<file path="src/rtl/acc_arb_pkg.sv">
// rtl/acc_arb_pkg.sv - shared types and widths for the accelerator memory arbiter
package acc_arb_pkg;

    localparam int NUM_CORES_DEF = 4;
    localparam int ADDR_W        = 16;
    localparam int DATA_W        = 32;
    localparam int LINE_W        = 512;

    typedef enum logic [1:0] {
        ST_IDLE    = 2'd0,
        ST_RD_WAIT = 2'd1,
        ST_WR_WAIT = 2'd2,
        ST_RESP    = 2'd3
    } arb_state_e;

endpackage

</file>
<file path="src/rtl/acc_rr_pick.sv">
// rtl/acc_rr_pick.sv - combinational circular priority pick starting at rr_ptr
module acc_rr_pick
    import acc_arb_pkg::*;
#(
    parameter int N     = NUM_CORES_DEF,
    parameter int IDX_W = $clog2(N)
) (
    input  logic [N-1:0]     pending_i,
    input  logic [IDX_W-1:0] rr_ptr_i,
    output logic [IDX_W-1:0] grant_o,
    output logic             any_o
);

    logic [N-1:0] rot;
    logic [IDX_W:0] sum;

    // Rotating the pending vector puts rr_ptr at bit 0, so the lowest set bit is the winner.
    always_comb begin
        rot     = N'({pending_i, pending_i} >> rr_ptr_i);
        any_o   = 1'b0;
        sum     = '0;
        grant_o = '0;
        for (int i = N - 1; i >= 0; i--) begin
            if (rot[i]) begin
                sum   = {1'b0, rr_ptr_i} + (IDX_W + 1)'(i);
                any_o = 1'b1;
            end
        end
        if (sum >= (IDX_W + 1)'(N)) begin
            sum = sum - (IDX_W + 1)'(N);
        end
        grant_o = sum[IDX_W-1:0];
    end

endmodule

</file>
<file path="src/rtl/acc_mem_arbiter.sv">
// rtl/acc_mem_arbiter.sv - round-robin arbiter of N accelerator cores onto one memory port
module acc_mem_arbiter
    import acc_arb_pkg::*;
#(
    parameter int NUM_CORES = NUM_CORES_DEF
) (
    input  logic                        clk,
    input  logic                        rst_n,
    input  logic [NUM_CORES-1:0]        core_rd_en,
    input  logic [ADDR_W*NUM_CORES-1:0] core_rd_addr,
    input  logic [NUM_CORES-1:0]        core_wr_en,
    input  logic [ADDR_W*NUM_CORES-1:0] core_wr_addr,
    input  logic [DATA_W*NUM_CORES-1:0] core_wr_data,
    output logic [LINE_W-1:0]           core_rd_data,
    output logic [NUM_CORES-1:0]        core_rd_valid,
    output logic [NUM_CORES-1:0]        core_wr_done,
    output logic                        mem_acc_read_en,
    output logic [ADDR_W-1:0]           mem_acc_read_addr,
    output logic                        mem_acc_write_en,
    output logic [ADDR_W-1:0]           mem_acc_write_addr,
    output logic [DATA_W-1:0]           mem_acc_write_data,
    input  logic [LINE_W-1:0]           mem_acc_read_data,
    input  logic                        mem_acc_read_data_valid,
    input  logic                        mem_acc_write_done,
    output logic                        busy
);

    localparam int IDX_W = $clog2(NUM_CORES);

    arb_state_e           state_q, state_d;
    logic [IDX_W-1:0]     grant_q, grant_d;
    logic [IDX_W-1:0]     rr_ptr_q, rr_ptr_d;
    logic                 rd_en_q, rd_en_d;
    logic                 wr_en_q, wr_en_d;
    logic [ADDR_W-1:0]    rd_addr_q, rd_addr_d;
    logic [ADDR_W-1:0]    wr_addr_q, wr_addr_d;
    logic [DATA_W-1:0]    wr_data_q, wr_data_d;
    logic [LINE_W-1:0]    rd_data_q, rd_data_d;
    logic [NUM_CORES-1:0] rd_valid_q, rd_valid_d;
    logic [NUM_CORES-1:0] wr_done_q, wr_done_d;

    logic [IDX_W-1:0]     pick_idx;
    logic                 any_pending;
    logic                 sel_rd_en;
    logic [ADDR_W-1:0]    sel_rd_addr;
    logic [ADDR_W-1:0]    sel_wr_addr;
    logic [DATA_W-1:0]    sel_wr_data;

    acc_rr_pick #(
        .N     (NUM_CORES),
        .IDX_W (IDX_W)
    ) u_pick (
        .pending_i (core_rd_en | core_wr_en),
        .rr_ptr_i  (rr_ptr_q),
        .grant_o   (pick_idx),
        .any_o     (any_pending)
    );

    always_comb begin
        sel_rd_en   = 1'b0;
        sel_rd_addr = '0;
        sel_wr_addr = '0;
        sel_wr_data = '0;
        for (int k = 0; k < NUM_CORES; k++) begin
            if (pick_idx == IDX_W'(k)) begin
                sel_rd_en   = core_rd_en[k];
                sel_rd_addr = core_rd_addr[k*ADDR_W +: ADDR_W];
                sel_wr_addr = core_wr_addr[k*ADDR_W +: ADDR_W];
                sel_wr_data = core_wr_data[k*DATA_W +: DATA_W];
            end
        end
    end

    always_comb begin
        state_d    = state_q;
        grant_d    = grant_q;
        rr_ptr_d   = rr_ptr_q;
        rd_en_d    = rd_en_q;
        wr_en_d    = wr_en_q;
        rd_addr_d  = rd_addr_q;
        wr_addr_d  = wr_addr_q;
        wr_data_d  = wr_data_q;
        rd_data_d  = rd_data_q;
        rd_valid_d = '0;
        wr_done_d  = '0;
        case (state_q)
            ST_IDLE: begin
                if (any_pending) begin
                    grant_d = pick_idx;
                    // A core asking for both is served its read now; the write re-arbitrates later.
                    if (sel_rd_en) begin
                        state_d   = ST_RD_WAIT;
                        rd_en_d   = 1'b1;
                        rd_addr_d = sel_rd_addr;
                    end else begin
                        state_d   = ST_WR_WAIT;
                        wr_en_d   = 1'b1;
                        wr_addr_d = sel_wr_addr;
                        wr_data_d = sel_wr_data;
                    end
                end
            end
            ST_RD_WAIT: begin
                if (mem_acc_read_data_valid) begin
                    rd_data_d  = mem_acc_read_data;
                    rd_valid_d = NUM_CORES'(1) << grant_q;
                    rd_en_d    = 1'b0;
                    state_d    = ST_RESP;
                end
            end
            ST_WR_WAIT: begin
                if (mem_acc_write_done) begin
                    wr_done_d = NUM_CORES'(1) << grant_q;
                    wr_en_d   = 1'b0;
                    state_d   = ST_RESP;
                end
            end
            ST_RESP: begin
                state_d  = ST_IDLE;
                rr_ptr_d = (grant_q == IDX_W'(NUM_CORES - 1)) ? '0 : grant_q + 1'b1;
            end
            default: state_d = ST_IDLE;
        endcase
    end

    always_ff @(posedge clk) begin
        if (!rst_n) begin
            state_q    <= ST_IDLE;
            grant_q    <= '0;
            rr_ptr_q   <= '0;
            rd_en_q    <= 1'b0;
            wr_en_q    <= 1'b0;
            rd_addr_q  <= '0;
            wr_addr_q  <= '0;
            wr_data_q  <= '0;
            rd_data_q  <= '0;
            rd_valid_q <= '0;
            wr_done_q  <= '0;
        end else begin
            state_q    <= state_d;
            grant_q    <= grant_d;
            rr_ptr_q   <= rr_ptr_d;
            rd_en_q    <= rd_en_d;
            wr_en_q    <= wr_en_d;
            rd_addr_q  <= rd_addr_d;
            wr_addr_q  <= wr_addr_d;
            wr_data_q  <= wr_data_d;
            rd_data_q  <= rd_data_d;
            rd_valid_q <= rd_valid_d;
            wr_done_q  <= wr_done_d;
        end
    end

    assign core_rd_data       = rd_data_q;
    assign core_rd_valid      = rd_valid_q;
    assign core_wr_done       = wr_done_q;
    assign mem_acc_read_en    = rd_en_q;
    assign mem_acc_read_addr  = rd_addr_q;
    assign mem_acc_write_en   = wr_en_q;
    assign mem_acc_write_addr = wr_addr_q;
    assign mem_acc_write_data = wr_data_q;
    assign busy               = (state_q != ST_IDLE);

endmodule

</file>
<file path="config.mk">
export PLATFORM = sky130hd
export DESIGN_NAME = acc_mem_arbiter
export DESIGN_NICKNAME = d
export VERILOG_FILES = /design/src/rtl/acc_arb_pkg.sv /design/src/rtl/acc_rr_pick.sv /design/src/rtl/acc_mem_arbiter.sv
export SDC_FILE = /design/constraint.sdc
export NUM_CORES = 1
export LEC_CHECK = 0
export CORE_AREA = 2 2 539 541
export CTS_BUF_LIST = sky130_fd_sc_hd__clkbuf_8
export CTS_CLUSTER_SIZE = 30
export DETAILED_ROUTE_END_ITERATION = 10
export DIE_AREA = 0 0 541 543
export PLACE_DENSITY_LB_ADDON = 0.2
export REMOVE_ABC_BUFFERS = 1
export SLEW_MARGIN = 20
export SYNTH_ARGS = -nofsm -noshare
export SYNTH_HDL_FRONTEND = slang
export SYNTH_HIERARCHICAL = 1
export SYNTH_SLANG_ARGS = --single-unit
</file>
<file path="constraint.sdc">
create_clock -name clk -period 6.9 [get_ports clk]
set_input_delay 2.07 -clock clk [delete_from_list [all_inputs] [get_ports clk]]
set_output_delay 2.07 -clock clk [all_outputs]
set_load 0.005 [all_outputs]
</file>
# Word-level counts from Yosys, hierarchy flattened

Index checks and enable logic that the tools add are counted.

Input port bits: 780
Register bits: 592
Output and inout bits: 587

Mux-type cells: 39
Reduce and logical (&&, ||, !) cells: 14
Add/subtract/negate cells: 5
Magnitude comparators: 1
Shift operators: 2
Eq/ne operators: 12
Bitwise logic cells: 2

Operator list:

| operator              | number |
|---|---|
| $mux W16              | 8 |
| $mux W32              | 4 |
| $reduce_and A3 Y1     | 5 |
| $mux W1               | 14 |
| $mux W2               | 6 |
| $mux W3               | 4 |
| $eq A2 B2 Y1 const B  | 5 |
| $ne A2 B2 Y1 const B  | 5 |
| $pmux W2 S4           | 1 |
| $reduce_and A4 Y1     | 2 |
| $shr A8 B2 Y4         | 1 |
| $add A2 B2 Y3 const B | 2 |
| $reduce_bool A2 Y1    | 3 |
| $eq A2 B1 Y1 const B  | 2 |
| $logic_not A2 Y1      | 2 |
| $or A4 B4 Y4          | 1 |
| $pmux W1 S2           | 2 |
| $reduce_and A2 Y1     | 2 |
| $shl A1 B2 Y4 const A | 1 |
| $add A2 B1 Y3 const B | 1 |
| $ge A3 B3 Y1 const B  | 1 |
| $add A2 B1 Y2 const B | 1 |
| $sub A2 B1 Y2 const B | 1 |
| $not A1 Y1            | 1 |

# Depth between registers and ports, before layout

Gate-level depths: netlist (run 1).

Word-level depth: 16
Gate-level depth with buffers: 11

# By module

Netlist (run 1), hierarchy kept.

Modules (own cells, without submodules):

| module          | times used | area each (µm²) | cells each |
|---|---|---|---|
| acc_mem_arbiter | 1          | 23,176.0        | 2,661 |
| acc_rr_pick     | 1          | 77.6            | 15 |

# Worst setup path before layout (run 1)

Ideal clock, no wire load.

Path kind: input to register
Start: input port core_rd_en[2]
End: register wr_data_q[1] (netlist: mem_acc_write_data[1])
Cell stages on the path: 10
Arrival: 4.292 ns
Library setup time: 0.122 ns
Setup slack: 2.486 ns
Data required time: 6.778 ns
Cell sequence: or2_2 -> a221o_1 -> a21oi_1 -> mux4_2 -> or2_1 -> clkbuf_1 -> buf_2 -> buf_2 -> nand2_1 -> a21boi_0

Word-level cells in the longest chain between the ends: 15
Elaborated cells between the ends (all ways): 27
Those cells by class: add/sub (1); order compare (1); eq/ne (3); shift (1); mux (17); bitwise (2); reduce/logical (2)

Ends and longest elaborated chain:

| what                                                 | RTL line                             | text |
|---|---|---|
| from (decl)                                          | acc_mem_arbiter.sv:9                 | `input logic [NUM_CORES-1:0] core_rd_en,` |
| $or A4 B4 Y4 *                                       | acc_mem_arbiter.sv:53                | `.pending_i (core_rd_en \| core_wr_en),` |
| $shr A8 B2 Y4 *                                      | acc_rr_pick.sv:19                    | `rot = N'({pending_i, pending_i} >> rr_ptr_i);` |
| $mux W3 (3 in series)                                | acc_rr_pick.sv:24                    | `if (rot[i]) begin` |
| $mux W3 *                                            | acc_rr_pick.sv:24                    |  |
| $ge A3 B3 Y1 / $sub A2 B1 Y2 (equally long branches) | acc_rr_pick.sv:29, acc_rr_pick.sv:30 |  |
| $mux W2 *                                            | acc_rr_pick.sv:29                    | `if (sum >= (IDX_W + 1)'(N)) begin` |
| net pick_idx[0]                                      | acc_mem_arbiter.sv:42                | `logic [IDX_W-1:0] pick_idx;` |
| $logic_not A2 Y1                                     | acc_mem_arbiter.sv:65                | `if (pick_idx == IDX_W'(k)) begin` |
| $mux W1 (4 in series)                                | acc_mem_arbiter.sv:65                |  |
| $not A1 Y1 (no source line)                          | --                                   |  |
| $reduce_and A3 Y1 (no source line)                   | --                                   |  |
| to (signal assigned)                                 | acc_mem_arbiter.sv:147               | `wr_data_q <= wr_data_d;` |
| to (decl)                                            | acc_mem_arbiter.sv:37                | `logic [DATA_W-1:0] wr_data_q, wr_data_d;` |

The timed path passes the listed nets; every way through them passes the cells marked *.
A chain may end at the register's enable or synchronous reset.

# Final worst setup path (run 1)

Start: input port core_wr_en[1]
End: register wr_data_q[7] (netlist: mem_acc_write_data[7])

Word-level cells in the longest chain between the ends: 15
Elaborated cells between the ends (all ways): 27
Those cells by class: add/sub (1); order compare (1); eq/ne (3); shift (1); mux (17); bitwise (2); reduce/logical (2)

Ends and longest elaborated chain:

| what                                                 | RTL line                             | text |
|---|---|---|
| from (decl)                                          | acc_mem_arbiter.sv:11                | `input logic [NUM_CORES-1:0] core_wr_en,` |
| $or A4 B4 Y4 *                                       | acc_mem_arbiter.sv:53                |  |
| $shr A8 B2 Y4 *                                      | acc_rr_pick.sv:19                    |  |
| $mux W3 (3 in series)                                | acc_rr_pick.sv:24                    |  |
| $mux W3 *                                            | acc_rr_pick.sv:24                    |  |
| $ge A3 B3 Y1 / $sub A2 B1 Y2 (equally long branches) | acc_rr_pick.sv:29, acc_rr_pick.sv:30 |  |
| $mux W2 *                                            | acc_rr_pick.sv:29                    |  |
| net pick_idx[0]                                      | acc_mem_arbiter.sv:42                |  |
| $logic_not A2 Y1                                     | acc_mem_arbiter.sv:65                |  |
| $mux W1 (4 in series)                                | acc_mem_arbiter.sv:65                |  |
| $not A1 Y1 (no source line)                          | --                                   |  |
| $reduce_and A3 Y1 (no source line)                   | --                                   |  |

Marked as above.

==> results.yml, run 1 <==
status:
  outcome: "finished clean"
route:
  drtIter0Drc: 874
  vias_per_cell: 3.05
  final_antenna_net_count: 0
  drtPass1Iterations: 5
  via_count: 24041
  drc_errors: 0
  routedWlPerCell_um: 20.9
  routed_wirelength_um: 165000
place:
  gp_congestion: 0.848
  port_buffers: 1366
  placed_cells: 7644
  dpl.hpwl_um: 131000
  preCtsSetupSlack_ns: 1.21
critical_path:
  r2r_cells: 8
  crit_type: "primary input to register"
  cp-start-kind: "primary input"
  critPathTopFamily: "buffers and inverters"
  critPathRequiredTime_ns: 7.63
  cpPeakStageDelay_ns: 0.75
  r2r_end: "mem_acc_write_data[7]"
  crit_path_top_delay_cell: "buf_4"
  crit_top_cell: "buf_4"
  cp.buffers_inverters: 4
  crit_path_start: "core_wr_en[1]"
  crit_fanout: 42
  worstPathArrival_ns: 5.53
  rrSetupSlack_ns: 3.78
  r2r-start: "rr_ptr_q[0]"
  worstPathCellList: "clkdlybuf4s50_1, or2_2, inv_1, a221o_1, a21oi_4, buf_4, buf_4, mux4_2, nand2_1, a21boi_0"
  end_kind: "register"
grt:
  grt_start_max_net_pins: 167
  grt_pass1_wl_um: 220000
  grt_pass1_vias: 24974
  track_usage_pct: 10.8
  antenna_found_initial: 45
  grt_overflow_total: 0
synthesis:
  yosysSeqAreaShare_pct: 51.0
  synth_ff_type: "dfxtp_1"
  synthDistinctLibCells: 28
  netlist.area_leader.share_pct: 51.0
  synth_seq_cells: 592
  syn_avg_cell_area_um2: 8.69
  synthMostInstantiatedCell: "nand2_1"
  yosys.area.top_type: "dfxtp_1"
  ys_top_cells_by_area: "dfxtp_1 51%, nand2_1 19%, a21boi_0 18%, mux4_2 6.3%, clkbuf_1 3.1%"
  synthArstFlopShare_pct: 0
  synth_common_cells: "1163 x nand2_1, 592 x dfxtp_1, 561 x a21boi_0, 192 x clkbuf_1, 65 x mux4_2"
  ys_warn_count: 6
  synth_cells: 2676
  synth.cell_area_mm2: 0.0233
  synth_edf_count: 0
sta:
  timing.final.ws_setup_ns: 2.10
  worstMarginPinSlew_ns: 1.05
  setup_tns_ns: 0
  max_freq_ghz: 0.208
  slew_violations: 0
  rsz0062_at_grt: "no"
  finalCriticalPeriod_ns: 4.80
  relSlewSlack_pct: 29.7
  fin_crit_sh_pct: 69.6
  setup_viol: 0
  finalHoldViolCount: 0
  whs_ns: 0.451
  clock_skew_ns: 0.0562
power_and_ir_drop:
  p_leak_nw: 14.2
  powerDensity_mw_per_mm2: 262
  max-vdd-ir-drop_mv: 0.131
clock_tree:
  htreeDepth: 4
  cts_root_buf: "clkbuf_8"
  clkSlewWorstSetupHoldPaths_ns: 0.05
  cts_tree: "done"
  clockBufferDepth: 4
  hold_buffers: 0
  post_cts.repair.setup_buffers: 0
  postCtsResizedCells: 0
  cts_buffers: 141
  insertion_delay_ns: 0.87
  numClockSinks: 592
min_path:
  min_from: "mem_acc_write_addr[12]"
  min_path_type: "register to register"
  hold_end: "mem_acc_write_addr[12]"
  whs_path_depth: 2
die:
  die_area_mm2: 0.294
  die_y_um: 543
  ios: 1367
  start_util_pct: 8.09
  rows: 197
  core_area_mm2: 0.287
  die_w_um: 541
cells_and_area:
  layout.nets: 4795
  layout-area-overhead-vs-synth_pct: 89.0
  final_cells: 7888
  drive_gt1_share_pct: 7.03
  fin_util_pct: 15.3
run:
  cap_violations: 0
cells in the final DEF (no fill, tap or decap), drive strengths merged, types with 2 or more instances in the layout:
cell type,n
mux2i,2
nand2,1163
a21oi,5
o21ai,4
clkdlybuf4s50,1365
buf,29
bufinv,2
inv,71
clkbuf,163
ha,9
nor2b,4
or2,5
clkinvlp,2
clkinv,10
mux4,65
nand2b,2
dfxtp,592
diode,9
nand3,4
a21boi,578
nor2,16
per-stage QoR:
stage                     instance area, um2  total power [mW]
after floorplan                        22500              5.51
after global placement                 41300              7.55
after detailed placement               41300              7.57
after CTS                              43900              12.0
after global routing                   43900              12.3
final                                  44000              11.5
state kept, by name, summed over array words and instances (netlist names):
register	cells
core_rd_data	512
core_rd_valid	4
core_wr_done	4
grant_q	2
mem_acc_read_addr	16
mem_acc_read_en	1
mem_acc_write_addr	16
mem_acc_write_data	32
mem_acc_write_en	1
rr_ptr_q	2
state_q	2
logic make-up (layout without fill, tap and decap cells):
kind of cell    Yosys count  count (layout)  share of synthesized area (%)
other cells               0               9                              0
compound gates          593             593                           19.1
mux                      67              67                           6.38
buf+inv                 220            1642                           3.65
simple gates           1195            1195                           19.4
flops                   592             592                           51.0
fa+ha+maj                 9               9                          0.484
worst reg2reg max path, stage by stage, from the launching register on:
cell and delay (ns):
dfxtp_1 0.40, inv_1 0.09, a221o_1 0.35, a21oi_4 0.19, buf_4 0.41, buf_4 0.75
mux4_2 0.69, nand2_1 0.08, a21boi_0 0.07
metal layers:
metal	up-vias	track usage, %	wire length [um]
met5	-	0	218
met4	34	2.97	4260
met3	236	5.05	17600
met2	1153	18.9	80700
met1	11183	11.5	62300
li1	11435	-	-
power breakdown:
| group | total (mW) | internal, mW | switching, mW | leakage (nW) |
|---|---|---|---|---|
| clock network | 4.18 | 2.22 | 1.95 | 1.55 |
| registers | 4.14 | 3.87 | 0.272 | 4.80 |
| logic | 3.21 | 1.56 | 1.64 | 7.82 |
worst max path at each step:
stage,endpoint,slack (ns),cells after the start
6_report,mem_acc_write_data[7],2.10,10
2_1_floorplan,core_rd_data[0],-11.17,4
4_1_cts,mem_acc_write_data[7],2.25,10
3_3_place_gp,mem_acc_write_data[29],1.26,10
5_1_grt,mem_acc_write_data[7],2.06,10
3_5_place_dp,mem_acc_write_data[7],1.21,10
cell type report:
class	count	area, um2
fill	32541	243000
antenna	9	22.5
inverter	13	48.8
sequential	592	11900
tap	3781	4730
timing repair buffer	1394	14100
clock inverter	72	410
clock buffer	163	2240
multi-input combinational	1864	10600
Power figures use the tool's default switching activity.
==> run 2: changes to the inputs <==
CORE_AREA = 2 2 530 532   (was 2 2 539 541)
DIE_AREA = 0 0 532 534   (was 0 0 541 543)
clock period = 4.71 ns   (was 6.9 ns; I/O delays follow)
==> results.yml, run 2 (synthesized netlist as in run 1, its figures left out) <==
power_and_ir_drop:
  p_seq_share_pct: 35.2
  p_clk_share_pct: 37.2
  max-vdd-ir-drop_mv: 0.215
  p_leak_nw: 14.5
  p_int_mw: 11.7
  switchingPower_mw: 5.60
  swShare_pct: 32.4
  powerDensity_mw_per_mm2: 388
  p_comb_share_pct: 27.6
cells_and_area:
  layout-area-overhead-vs-synth_pct: 91.2
  layout.nets: 4834
  layout_common_cells: "1365 x clkdlybuf4s50_1, 1162 x nand2_1, 592 x dfxtp_1, 561 x a21boi_0, 173 x clkbuf_8"
  fillers: 31536
  fin_util_pct: 16.0
  final_cells: 7877
  drive_gt1_share_pct: 8.18
  final_common_cell: "clkdlybuf4s50_1"
  largest_reg_flops: 512
sta:
  finalCriticalPeriod_ns: 3.72
  max_freq_ghz: 0.269
  worstMarginPinSlew_ns: 1.04
  finalHoldViolCount: 0
  rsz0062_at_grt: "no"
  slew_violations: 0
  relSlewSlack_pct: 30.8
  setup_tns_ns: 0
  clock_skew_ns: 0.0509
  fin_crit_sh_pct: 78.9
  setup_viol: 0
grt:
  antenna_found_initial: 46
  grt_start_max_net_pins: 108
  track_usage_pct: 11.0
  grt_pass1_wl_um: 219000
  grt_overflow_total: 0
  grt_pass1_vias: 25290
critical_path:
  cpPeakStageDelay_ns: 0.57
  end_kind: "output port"
  cp.buffers_inverters: 3
  crit_fanout: 7
  worstPathCellList: "inv_1, ha_1, inv_1, clkdlybuf4s50_1"
  crit_type: "register to output port"
  worstPathArrival_ns: 2.31
  cp-start-kind: "register"
  crit_path_top_delay_cell: "clkdlybuf4s50_1"
  critPathRequiredTime_ns: 3.30
  critPathTopFamily: "buffers and inverters"
  crit_top_cell: "inv_1"
clock_tree:
  cts_buffers: 142
  htreeDepth: 4
  clkSlewWorstSetupHoldPaths_ns: 0.06
  hold_buffers: 0
  numClockSinks: 592
  postCtsResizedCells: 0
  post_cts.repair.setup_buffers: 0
  clockBufferDepth: 4
  cts_root_buf: "clkbuf_8"
  insertion_delay_ns: 0.86
  cts_tree: "done"
route:
  drtIter0Drc: 861
  routed_wirelength_um: 163000
  via_count: 24222
  drc_errors: 0
  drtPass1Iterations: 5
  final_antenna_net_count: 0
  vias_per_cell: 3.08
  routedWlPerCell_um: 20.7
die:
  rows: 194
  die_w_um: 532
  die_y_um: 534
  ios: 1367
  core_area_mm2: 0.278
  start_util_pct: 8.35
  die_area_mm2: 0.284
place:
  placed_cells: 7625
  port_buffers: 1366
  gp_congestion: 0.838
  dpl.hpwl_um: 131000
run:
  cap_violations: 0
status:
  outcome: "finished clean"
min_path:
  min_path_type: "register to register"
==> run 2: stage by stage <==
stage / power, mW / setup slack (ns) / hold slack, ns / area, um2
after floorplan: 7.97 / -12.70 / 0.451 / 22500
after global placement: 11.1 / 0.0177 / 0.449 / 41600
after detailed placement: 11.1 / 0.238 / 0.450 / 41600
after CTS: 17.9 / 0.805 / 0.457 / 44400
after global routing: 18.4 / 0.731 / 0.476 / 44400
final: 17.3 / 0.992 / 0.454 / 44500
==> run 2: final timing paths <==
check / to / start / slack [ns] / cells past startpoint
worst max register to register: mem_acc_write_data[15] / rr_ptr_q[0] / 2.17 / 9
worst min-delay path: mem_acc_write_addr[0] / mem_acc_write_addr[0] / 0.45 / 2
worst min register to register: mem_acc_write_addr[0] / mem_acc_write_addr[0] / 0.45 / 2
worst max-delay path: busy / state_q[0] / 0.99 / 4
==> run 2: power groups by stage <==
stage / clock (mW) / sequential, mW / combinational (mW)
final: 6.43 / 6.08 / 4.76
after global placement: 0 / 6.18 / 4.96
after global routing: 7.02 / 6.17 / 5.19
after detailed placement: 0 / 6.20 / 4.95
after CTS: 6.82 / 6.10 / 4.96
after floorplan: 0 / 6.05 / 1.92
==> run 2: final cells by class <==
type / count / area [um2] / area share (%)
antenna: 10 / 25.0 / 0.0563
clock buffer: 173 / 2380 / 5.36
clock inverter: 69 / 477 / 1.07
inverter: 13 / 48.8 / 0.110
multi-input combinational: 1864 / 10600 / 23.8
sequential: 592 / 11900 / 26.7
tap: 3724 / 4660 / 10.5
timing repair buffer: 1432 / 14400 / 32.4
==> run 2: worst register-to-register path, cell delays in order, from the launching register on <==
cell,delay (ns)
dfxtp_1,0.39
inv_1,0.07
a221o_1,0.34
a21oi_4,0.22
mux4_2,0.59
buf_4,0.19
nor2_4,0.10
buf_12,0.22
nand2_1,0.17
a21boi_0,0.15
==> run 2: per-layer routing <==
metal,wire [um],global-route usage [%]
met4,3360,2.54
met5,249,0
met1,61900,11.7
met3,16400,5.11
met2,80800,19.7
==> run 3: changes to the inputs <==
CORE_AREA = 2 2 527 529   (was 2 2 530 532)
DIE_AREA = 0 0 529 531   (was 0 0 532 534)
clock period = 3.2 ns   (was 4.71 ns; I/O delays follow)
==> results.yml, run 3 (synthesized netlist as in run 1, its figures left out) <==
power_and_ir_drop:
  powerDensity_mw_per_mm2: 564
  p_int_mw: 16.8
  p_clk_share_pct: 35.7
  p_seq_share_pct: 35.4
  switchingPower_mw: 8.34
  max-vdd-ir-drop_mv: 0.236
  p_leak_nw: 14.7
  p_comb_share_pct: 28.9
  swShare_pct: 33.2
sta:
  max_freq_ghz: 0.335
  clock_skew_ns: 0.0417
  finalCriticalPeriod_ns: 2.98
  relSlewSlack_pct: 63.0
  slew_violations: 0
  setup_viol: 0
  whs_ns: 0.452
  finalHoldViolCount: 0
  rsz0062_at_grt: "no"
  worstMarginPinSlew_ns: 0.555
  fin_crit_sh_pct: 93.2
route:
  vias_per_cell: 3.11
  routedWlPerCell_um: 21.3
  drc_errors: 0
  routed_wirelength_um: 167000
  drtPass1Iterations: 4
  final_antenna_net_count: 0
  drtIter0Drc: 869
  met1_length_um: 63500
  routed.top_layer: "met5"
  routed-wl-met2_um: 81400
  via_count: 24252
  wl_met3_um: 17100
grt:
  grt_pass1_vias: 25203
  grt_pass1_wl_um: 220000
  track_usage_pct: 11.3
  grt_start_max_net_pins: 100
  antenna_found_initial: 57
  grt_overflow_total: 0
clock_tree:
  clkSlewWorstSetupHoldPaths_ns: 0.06
  hold_buffers: 0
  insertion_delay_ns: 0.86
  numClockSinks: 592
  cts_root_buf: "clkbuf_8"
  clockBufferDepth: 4
  htreeDepth: 4
  cts_tree: "done"
  cts_buffers: 140
min_path:
  min_from: "mem_acc_write_addr[6]"
  min_path_type: "register to register"
run:
  cap_violations: 0
place:
  gp_congestion: 0.833
  dpl.hpwl_um: 137000
  port_buffers: 1366
critical_path:
  crit_path_top_delay_cell: "mux4_2"
  crit_type: "primary input to register"
  cpPeakStageDelay_ns: 0.56
  critPathTopFamily: "buffers and inverters"
  crit_fanout: 48
  r2r-start: "rr_ptr_q[0]"
  end_kind: "register"
  worstPathCellList: "clkdlybuf4s50_1, or2_2, a221o_1, a21oi_4, mux4_2, buf_4, nor2_4, buf_12, nand2_1, a21boi_0"
  cp.buffers_inverters: 3
  worstPathArrival_ns: 3.77
  cp-start-kind: "primary input"
  crit_path_start: "core_wr_en[2]"
  critPathRequiredTime_ns: 3.99
cells_and_area:
  fin_util_pct: 16.2
  final_common_cell: "clkdlybuf4s50_1"
  layout_common_cells: "1360 x clkdlybuf4s50_1, 1162 x nand2_1, 592 x dfxtp_1, 561 x a21boi_0, 165 x clkbuf_8"
  drive_gt1_share_pct: 8.99
  largest_reg_flops: 512
  layout.nets: 4874
  layout-area-overhead-vs-synth_pct: 91.8
die:
  ios: 1367
  die_area_mm2: 0.281
  die_y_um: 531
  rows: 193
  die_w_um: 529
  core_area_mm2: 0.275
  start_util_pct: 8.45
status:
  outcome: "finished clean"
## run 3: cell count changes in the layout (fill, tap and decap cells not counted), sizes merged
cell / change
buf: +43
bufinv: -4
clkbuf: -8
clkdlybuf4s50: -5
clkinv: +5
clkinvlp: +3
diode: +6
dlygate4sd2: +4
inv: +2
## run 3: routing by layer
layer	GRT usage (%)	up-vias
met4	3.24	32
met3	4.88	244
met5	0	-
li1	-	11621
met1	12.3	11265
met2	19.8	1090
## run 3: cell type report
type / instances / area, um2
clock inverters: 75 / 429
repair buffers: 1474 / 14900
clock buffers: 165 / 2270
flip-flops and latches: 592 / 11900
well taps: 3607 / 4510
inverters: 13 / 48.8
diodes: 16 / 40.0
fillers: 31128 / 231000
multi-input cells: 1864 / 10600
## run 3: tightest hold or removal path: cells and delay by family (launching register included)
family / cells / cell delay [ns]
flops: 1 / 0.31
simple gates: 1 / 0.05
compound gates: 1 / 0.05
## run 3: timing repair
| item | in CTS | in global routing |
|---|---|---|
| gates resized for setup | 4 | 0 |
| endpoints found under the setup margin | 4 | 0 |
| setup buffers | 0 | 0 |
## run 3: final timing paths
| kind | slack (ns) | cells past startpoint | end |
|---|---|---|---|
| worst max-delay path | 0.22 | 10 | mem_acc_write_addr[7] |
| worst min-delay path | 0.45 | 2 | mem_acc_write_addr[6] |
| worst max register to register | 0.81 | 9 | mem_acc_write_addr[7] |
| worst min register to register | 0.45 | 2 | mem_acc_write_addr[6] |
## run 3: power by group through the flow
| stage | sequential [mW] | clock [mW] | combinational, mW |
|---|---|---|---|
| 5_1_grt | 9.04 | 9.83 | 7.97 |
| 6_report | 8.90 | 8.98 | 7.28 |
| 4_1_cts | 8.93 | 9.61 | 7.62 |
| 2_1_floorplan | 8.62 | 0 | 2.37 |
| 3_3_place_gp | 9.05 | 0 | 7.61 |
| 3_5_place_dp | 9.08 | 0 | 7.60 |
## run 3: stage by stage
| step | setup WS, ns | cell area (um2) | total power [mW] | TNS (ns) | instances |
|---|---|---|---|---|---|
| after floorplan | -13.76 | 22500 | 11.0 | -7506.00 | 2469 |
| after global placement | -0.606 | 41900 | 16.7 | -38.95 | 7550 |
| after detailed placement | -0.675 | 41900 | 16.7 | -41.83 | 7550 |
| after CTS | 0.00124 | 44600 | 26.2 | 0 | 7790 |
| after global routing | 0.0342 | 44600 | 26.8 | 0 | 7793 |
| final | 0.216 | 44600 | 25.2 | 0 | 7806 |
